===== config.mk =====
export PLATFORM = sky130hd
export DESIGN_NAME = store_logic_gen
export DESIGN_NICKNAME = d
export VERILOG_FILES = /design/src/rtl/store_logic_gen.sv
export SDC_FILE = /design/constraint.sdc
export NUM_CORES = 1
export LEC_CHECK = 0
export CAP_MARGIN = 20
export CORE_AREA = 8 8 207 209
export CTS_BUF_LIST = sky130_fd_sc_hd__clkbuf_16
export CTS_CLUSTER_SIZE = 10
export DETAILED_ROUTE_END_ITERATION = 12
export DIE_AREA = 0 0 215 217
export PLACE_DENSITY = 0.68
export SYNTH_ARGS = -nofsm -noshare
export SYNTH_HDL_FRONTEND = slang
export SYNTH_SLANG_ARGS = --single-unit
export TNS_END_PERCENT = 50

===== constraint.sdc =====
create_clock -name clk -period 6.9 [get_ports clk]
set_input_delay 1.38 -clock clk [delete_from_list [all_inputs] [get_ports clk]]
set_output_delay 1.38 -clock clk [all_outputs]
set_load 0.01 [all_outputs]

===== src/rtl/store_logic_gen.sv =====
// -----------------------------------------------------------------------------
// store_logic_gen
//
// Purpose:
//   Streams one tile of result words into a block RAM write port.
//   When start_store is seen in IDLE, the tile length (32 or 512 words) and the
//   destination base address are latched:
//     tile_base = base(Buffer_Select) + (Double_buffering ? DB_OFFSET : 0)
//               + tile_ptr * tile_len        (truncated to ADDR_WIDTH)
//   Each accepted beat (in_valid && in_ready) is written one cycle later at
//   tile_base + beat_cnt.
//   tile_ptr advances once per completed tile, so consecutive tiles land in
//   consecutive regions.
//
// Ports:
//   clk                 system clock
//   rst_n               asynchronous active-low reset
//   start_store         pulse, begins one tile (ignored unless idle)
//   reset_addr_counter  pulse, clears the tile pointer (any state)
//   Buffer_Select[3:0]  destination buffer code (1xxx is illegal -> sel_err)
//   Tiles_Control       1: 32-word tile, 0: 512-word tile
//   Double_buffering    adds DB_OFFSET to the destination base
//   in_valid / in_data  result word stream
//   in_ready            high while a tile is being stored
//   bram_addr/_wdata    registered BRAM write address / data
//   bram_en / bram_we   registered BRAM enable / write enable
//   store_done          one-cycle pulse, coincident with the last BRAM write
//   busy                high while storing or finishing a tile
//   sel_err             sticky illegal Buffer_Select flag (cleared by reset)
// -----------------------------------------------------------------------------
module store_logic_gen #(
  parameter int ADDR_WIDTH       = 16,
  parameter int ORIGINAL_COLUMNS = 768,
  parameter int ORIGINAL_ROWS    = 512,
  parameter int NUM_BITS         = 8,
  parameter int DATA_WIDTH       = 256,
  parameter int DB_OFFSET        = 4096
) (
  input  logic                  clk,
  input  logic                  rst_n,
  input  logic                  start_store,
  input  logic                  reset_addr_counter,
  input  logic [3:0]            Buffer_Select,
  input  logic                  Tiles_Control,
  input  logic                  Double_buffering,
  input  logic                  in_valid,
  input  logic [DATA_WIDTH-1:0] in_data,
  output logic                  in_ready,
  output logic [ADDR_WIDTH-1:0] bram_addr,
  output logic [DATA_WIDTH-1:0] bram_wdata,
  output logic                  bram_en,
  output logic                  bram_we,
  output logic                  store_done,
  output logic                  busy,
  output logic                  sel_err
);

  // Words occupied by one full quantized matrix.
  localparam int MAT_WORDS = ORIGINAL_COLUMNS * ORIGINAL_ROWS * NUM_BITS / DATA_WIDTH;

  // Destination base addresses, kept 32 bits wide until the final truncation.
  localparam logic [31:0] BASE_Q   = 32'd0;
  localparam logic [31:0] BASE_K   = 32'(MAT_WORDS);
  localparam logic [31:0] BASE_V   = 32'(2 * MAT_WORDS);
  localparam logic [31:0] BASE_KTQ = 32'd8192;
  localparam logic [31:0] BASE_SV  = 32'd20480;
  localparam logic [31:0] BASE_H   = 32'd28672;
  localparam logic [31:0] BASE_FFN = 32'd0;
  localparam logic [31:0] BASE_O   = 32'd49152;

  typedef enum logic [1:0] {
    IDLE    = 2'd0,
    STORING = 2'd1,
    DONE    = 2'd2
  } state_t;

  state_t                  state_reg;
  state_t                  state_next;

  logic [9:0]              tile_ptr_reg;
  logic [9:0]              beat_cnt_reg;
  logic [9:0]              tile_last_reg;    // tile_len - 1 of the tile in progress
  logic [ADDR_WIDTH-1:0]   tile_base_reg;
  logic [ADDR_WIDTH-1:0]   bram_addr_reg;
  logic [DATA_WIDTH-1:0]   bram_wdata_reg;
  logic                    bram_en_reg;
  logic                    sel_err_reg;

  logic [31:0]             sel_base;
  logic [31:0]             tile_len_words;
  logic [31:0]             tile_base_sum;
  logic [ADDR_WIDTH-1:0]   tile_base_next;
  logic [9:0]              tile_last_next;
  logic                    sel_illegal;
  logic                    tile_start;
  logic                    beat_accept;
  logic                    last_beat;

  // Acceptance is derived from the state register rather than from in_ready
  // so the FSM's combinational block does not feed back on itself.
  assign tile_start  = (state_reg == IDLE) && start_store;
  assign beat_accept = (state_reg == STORING) && in_valid;
  assign last_beat   = (beat_cnt_reg == tile_last_reg);

  // ---------------------------------------------------------------------------
  // Destination base for a tile that would start this cycle.
  // ---------------------------------------------------------------------------
  always_comb begin
    sel_base    = 32'd0;
    sel_illegal = 1'b0;
    case (Buffer_Select)
      4'b0000: sel_base = BASE_Q;
      4'b0001: sel_base = BASE_K;
      4'b0010: sel_base = BASE_V;
      4'b0011: sel_base = BASE_KTQ;
      4'b0100: sel_base = BASE_SV;
      4'b0101: sel_base = BASE_H;
      4'b0110: sel_base = BASE_FFN;
      4'b0111: sel_base = BASE_O;
      default: begin
        // Unknown buffer: still store the tile (at base 0) so the upstream
        // pipeline never stalls, but flag it.
        sel_base    = 32'd0;
        sel_illegal = 1'b1;
      end
    endcase

    tile_len_words = Tiles_Control ? 32'd32 : 32'd512;
    tile_last_next = Tiles_Control ? 10'd31 : 10'd511;
    tile_base_sum  = sel_base
                   + (Double_buffering ? 32'(DB_OFFSET) : 32'd0)
                   + (32'(tile_ptr_reg) * tile_len_words);
  end

  assign tile_base_next = ADDR_WIDTH'(tile_base_sum);

  // ---------------------------------------------------------------------------
  // FSM: state register
  // ---------------------------------------------------------------------------
  always_ff @(posedge clk or negedge rst_n) begin
    if (!rst_n) begin
      state_reg <= IDLE;
    end else begin
      state_reg <= state_next;
    end
  end

  // ---------------------------------------------------------------------------
  // FSM: next state and state-decoded outputs
  // ---------------------------------------------------------------------------
  always_comb begin
    state_next = state_reg;
    in_ready   = 1'b0;
    busy       = 1'b0;
    store_done = 1'b0;
    case (state_reg)
      IDLE: begin
        if (start_store) begin
          state_next = STORING;
        end
      end
      STORING: begin
        in_ready = 1'b1;
        busy     = 1'b1;
        if (beat_accept && last_beat) begin
          state_next = DONE;
        end
      end
      DONE: begin
        // The last write is on the BRAM port during this cycle.
        busy       = 1'b1;
        store_done = 1'b1;
        state_next = IDLE;
      end
      default: begin
        state_next = IDLE;
      end
    endcase
  end

  // ---------------------------------------------------------------------------
  // Tile context: latched at tile start only, so mid-tile changes on
  // Buffer_Select / Tiles_Control / Double_buffering have no effect.
  // ---------------------------------------------------------------------------
  always_ff @(posedge clk or negedge rst_n) begin
    if (!rst_n) begin
      tile_base_reg <= '0;
      tile_last_reg <= '0;
      beat_cnt_reg  <= '0;
      sel_err_reg   <= 1'b0;
    end else begin
      if (tile_start) begin
        tile_base_reg <= tile_base_next;
        tile_last_reg <= tile_last_next;
        beat_cnt_reg  <= '0;
        if (sel_illegal) begin
          sel_err_reg <= 1'b1;
        end
      end else if (beat_accept) begin
        beat_cnt_reg <= beat_cnt_reg + 10'd1;
      end
    end
  end

  // ---------------------------------------------------------------------------
  // Tile pointer: a clear request wins over the end-of-tile increment. The
  // pointer only feeds the base of the *next* tile, so clearing it mid-tile
  // leaves the current tile's addresses untouched. Wraps naturally at 1023.
  // ---------------------------------------------------------------------------
  always_ff @(posedge clk or negedge rst_n) begin
    if (!rst_n) begin
      tile_ptr_reg <= '0;
    end else if (reset_addr_counter) begin
      tile_ptr_reg <= '0;
    end else if (state_reg == DONE) begin
      tile_ptr_reg <= tile_ptr_reg + 10'd1;
    end
  end

  // ---------------------------------------------------------------------------
  // BRAM write port, one cycle behind the accepted beat. Address and data hold
  // their last value when no write is issued.
  // ---------------------------------------------------------------------------
  always_ff @(posedge clk or negedge rst_n) begin
    if (!rst_n) begin
      bram_addr_reg  <= '0;
      bram_wdata_reg <= '0;
      bram_en_reg    <= 1'b0;
    end else begin
      bram_en_reg <= beat_accept;
      if (beat_accept) begin
        bram_addr_reg  <= tile_base_reg + ADDR_WIDTH'(beat_cnt_reg);
        bram_wdata_reg <= in_data;
      end
    end
  end

  assign bram_addr  = bram_addr_reg;
  assign bram_wdata = bram_wdata_reg;
  assign bram_en    = bram_en_reg;
  assign bram_we    = bram_en_reg;
  assign sel_err    = sel_err_reg;

endmodule


==> flow_summary_export.csv <==
group,metric,value,unit
sta,drv_slew,0,
global_routing,met3_usage,6.66,%
power_and_ir_drop,peakVddDrop,0.282,mV
clocking,htree_levels,2,
global_routing,grt_pass1_vias,11700,
synthesis,synthDistinctLibCells,46,
sta,period_minus_slack,4.55,ns
global_routing,grt-ovfl-total,0,
placed_design,dpl.hpwl,32300,µm
global_routing,busiest_layer,"met2",
sta,clock_skew,0.0191,ns
clocking,clkTransAtPathRegs,0.06,ns
clocking,clock-sinks,309,
placed_design,numPortBuffers,544,
sta,tightest_slew,1.08,ns
clocking,clkLatencyLatePin,0.53,ns
sta,period_share,65.9,%
status,status,"finished clean",
global_routing,grt_util_met1,20.6,%
layout,final_cell_mix,"824 x nand2_1, 543 x clkdlybuf4s50_1, 309 x dfrtp_1",
floorplan,die_area,0.0467,mm²
synthesis,syn_inst,1402,
detailed_routing,wl,44000,µm
clocking,cts-resized-gates,0,
clocking,cts_tree,"yes",
setup_path,cp_max_fo,12,
layout,area_delta_synth_final,55.9,%
setup_path,crit_arrival,4.94,ns
detailed_routing,drt_iter0_drc,608,
synthesis,synthFlopType,"dfrtp_1",
floorplan,core,0.0395,mm²
power_and_ir_drop,p_switching,2.87,mW
clocking,cts_buffers,39,
floorplan,pin_count,545,
floorplan,die_w,215,µm
sta,rsz0062_at_grt,"no",
power_and_ir_drop,p_clk_share,21.5,%
setup_path,cp-start-kind,"input pin",
sta,max_freq,220,MHz
floorplan,fp.dieH,217,µm
synthesis,synth-edff-count,0,
detailed_routing,vias_per_cell,4.54,
layout,fillCellCount,3687,
clocking,cts_root_buffer,"clkbuf_16",
layout,final_common_cell,"nand2_1",
sta,hold_viol,0,
clocking,clk_path_buf_depth,3,
layout,multi_input_area,0.00454,mm²
detailed_routing,drc_errors,0,
global_routing,grt_pass1_wl,67700,µm
synthesis,synth.avg_cell_area,8.97,µm²
global_routing,grt_max_degree,180,
global_routing,grtUsageMet2,30.8,%
power_and_ir_drop,powerDensity,420,mW/mm²
clocking,cts_hold_buffers,0,
detailed_routing,via_count,11200,
power_and_ir_drop,swShare,34.9,%
synthesis,syn_area,0.0126,mm²
global_routing,grt_antenna_before_repair,2,
detailed_routing,detail_route.wl_per_cell,17.8,µm
layout,drive_above_1_share,3.24,%
floorplan,initial_core_util,31.9,%
power_and_ir_drop,p_leak,9.50,nW
flow_run,drv_cap,0,
synthesis,ys_ff_latch,309,
layout,fin_nets,2224,
power_and_ir_drop,combPwrFrac,41.7,%
layout,register_area,0.00773,mm²
sta,relSlewSlack,28.2,%
detailed_routing,ant_nets,0,
setup_path,cp.required,7.29,ns
placed_design,gp_congestion,0.791,
global_routing,grt_usage,18.1,%
detailed_routing,firstDrtPassIters,5,
synthesis,synth_warnings,0,
setup_path,end_kind,"flop",
sta,setup-tns-final,0,ns
synthesis,postSynth.asyncResetShare,100,%
power_and_ir_drop,totalPowerFinal,8.24,mW
hold_path,min_path_type,"flop to flop",
synthesis,yosysSeqAreaShare,61.5,%
setup_path,setup.worst_path.class,"input pin to flop",
floorplan,rows,73,
layout,largest_reg_flops,256,
power_and_ir_drop,seqPwrFrac,36.7,%
sta,setup_violations,0,
clocking,post_cts_buffers,0,
power_and_ir_drop,internal-power,5.37,mW
through the flow:
| step | util [%] | hold slack [ns] | instance area, µm² | setup slack, ns | instances |
|---|---|---|---|---|---|
| CTS | 49.6 | 0.474 | 19600 | 2.40 | 2466 |
| finish | 49.7 | 0.469 | 19600 | 2.35 | 2468 |
| floorplan | - | 0.454 | 12600 | 2.38 | 1406 |
| global placement | 46.9 | 0.440 | 18500 | 1.81 | 2412 |
| detailed placement | 46.9 | 0.461 | 18500 | 1.82 | 2412 |
| global route | 49.7 | 0.486 | 19600 | 2.17 | 2468 |
synthesized netlist by cell type (2+ instances only):
library cell,count,area [µm²]
o2111ai_1,2,17.5
a211oi_1,3,22.5
o21a_1,4,30.0
nor2_1,25,93.8
a21o_1,3,22.5
mux2_2,5,56.3
nor3b_1,4,30.0
clkbuf_1,55,206
or3_1,4,25.0
fa_1,6,120
a21oi_1,9,45.0
nor4_1,2,12.5
o211ai_1,5,37.5
and3_1,2,12.5
o21ai_0,19,95.1
buf_2,11,55.1
mux2i_1,3,30.0
nand3_1,9,45.0
dfrtp_1,309,7730
a31oi_1,2,12.5
nand4_1,6,37.5
buf_1,4,15.0
xnor2_1,12,105
or4_1,2,15.0
nor3_1,6,30.0
inv_1,13,48.8
nor2b_1,3,18.8
ha_1,22,275
nand2_1,825,3100
xor2_1,11,96.3
worst paths after layout:
path	start	to	slack, ns	cells after the start
max in group asynchronous	rst_n	bram_wdata[179]	4.81	2
max	Tiles_Control	tile_base_reg[15]	2.35	11
min	bram_wdata[109]	bram_wdata[109]	0.47	2
min in group asynchronous	rst_n	bram_wdata[54]	0.76	1
max reg2reg	tile_ptr_reg[5]	tile_base_reg[15]	3.59	10
min reg2reg	bram_wdata[109]	bram_wdata[109]	0.47	2
power groups by stage:
stage,combinational (mW),clock (mW),sequential [mW]
after global placement,3.45,0,3.01
after detailed placement,3.49,0,3.04
after global routing,3.76,1.90,3.13
after floorplan,1.00,0,3.35
after CTS,3.50,1.84,3.03
final,3.44,1.77,3.03
routing by layer:
layer,part of all wire [%],wire (µm),up-vias
met5,0.030,13,-
met4,3.3,1460,2
met3,9.3,4110,93
met2,49,21400,469
met1,39,17000,5270
li1,-,-,5375
cells by family after synthesis:
| group | Yosys count | share of synthesized area [%] |
|---|---|---|
| muxes | 9 | 0.776 |
| AOI/OAI and AO/OA | 52 | 2.67 |
| adders and majority gates | 28 | 3.14 |
| DFF | 309 | 61.5 |
| and+or+nand+nor | 896 | 27.7 |
| buffers and inverters | 84 | 2.65 |
| xor gates and xnor gates | 23 | 1.60 |
| other | 1 | 0.0298 |
worst max-delay path, cell delays in order:
cell             delay, ns
clkdlybuf4s50_1       0.73
mux2_2                0.39
ha_1                  0.32
fa_1                  0.51
fa_1                  0.55
inv_1                 0.06
fa_1                  0.42
xor2_1                0.16
xnor2_1               0.18
xnor2_1               0.14
o21ai_0               0.09
final cells by class:
| class | count | area share, % |
|---|---|---|
| Sequential cell | 309 | 39.4 |
| Timing Repair Buffer | 553 | 28.3 |
| Multi-Input combinational cell | 1013 | 23.1 |
| Clock buffer | 39 | 4.98 |
| Tap cell | 525 | 3.35 |
| Clock inverter | 15 | 0.491 |
| Inverter | 13 | 0.287 |
| Antenna cell | 1 | 0.0128 |
(Power assumes the default switching activity.)
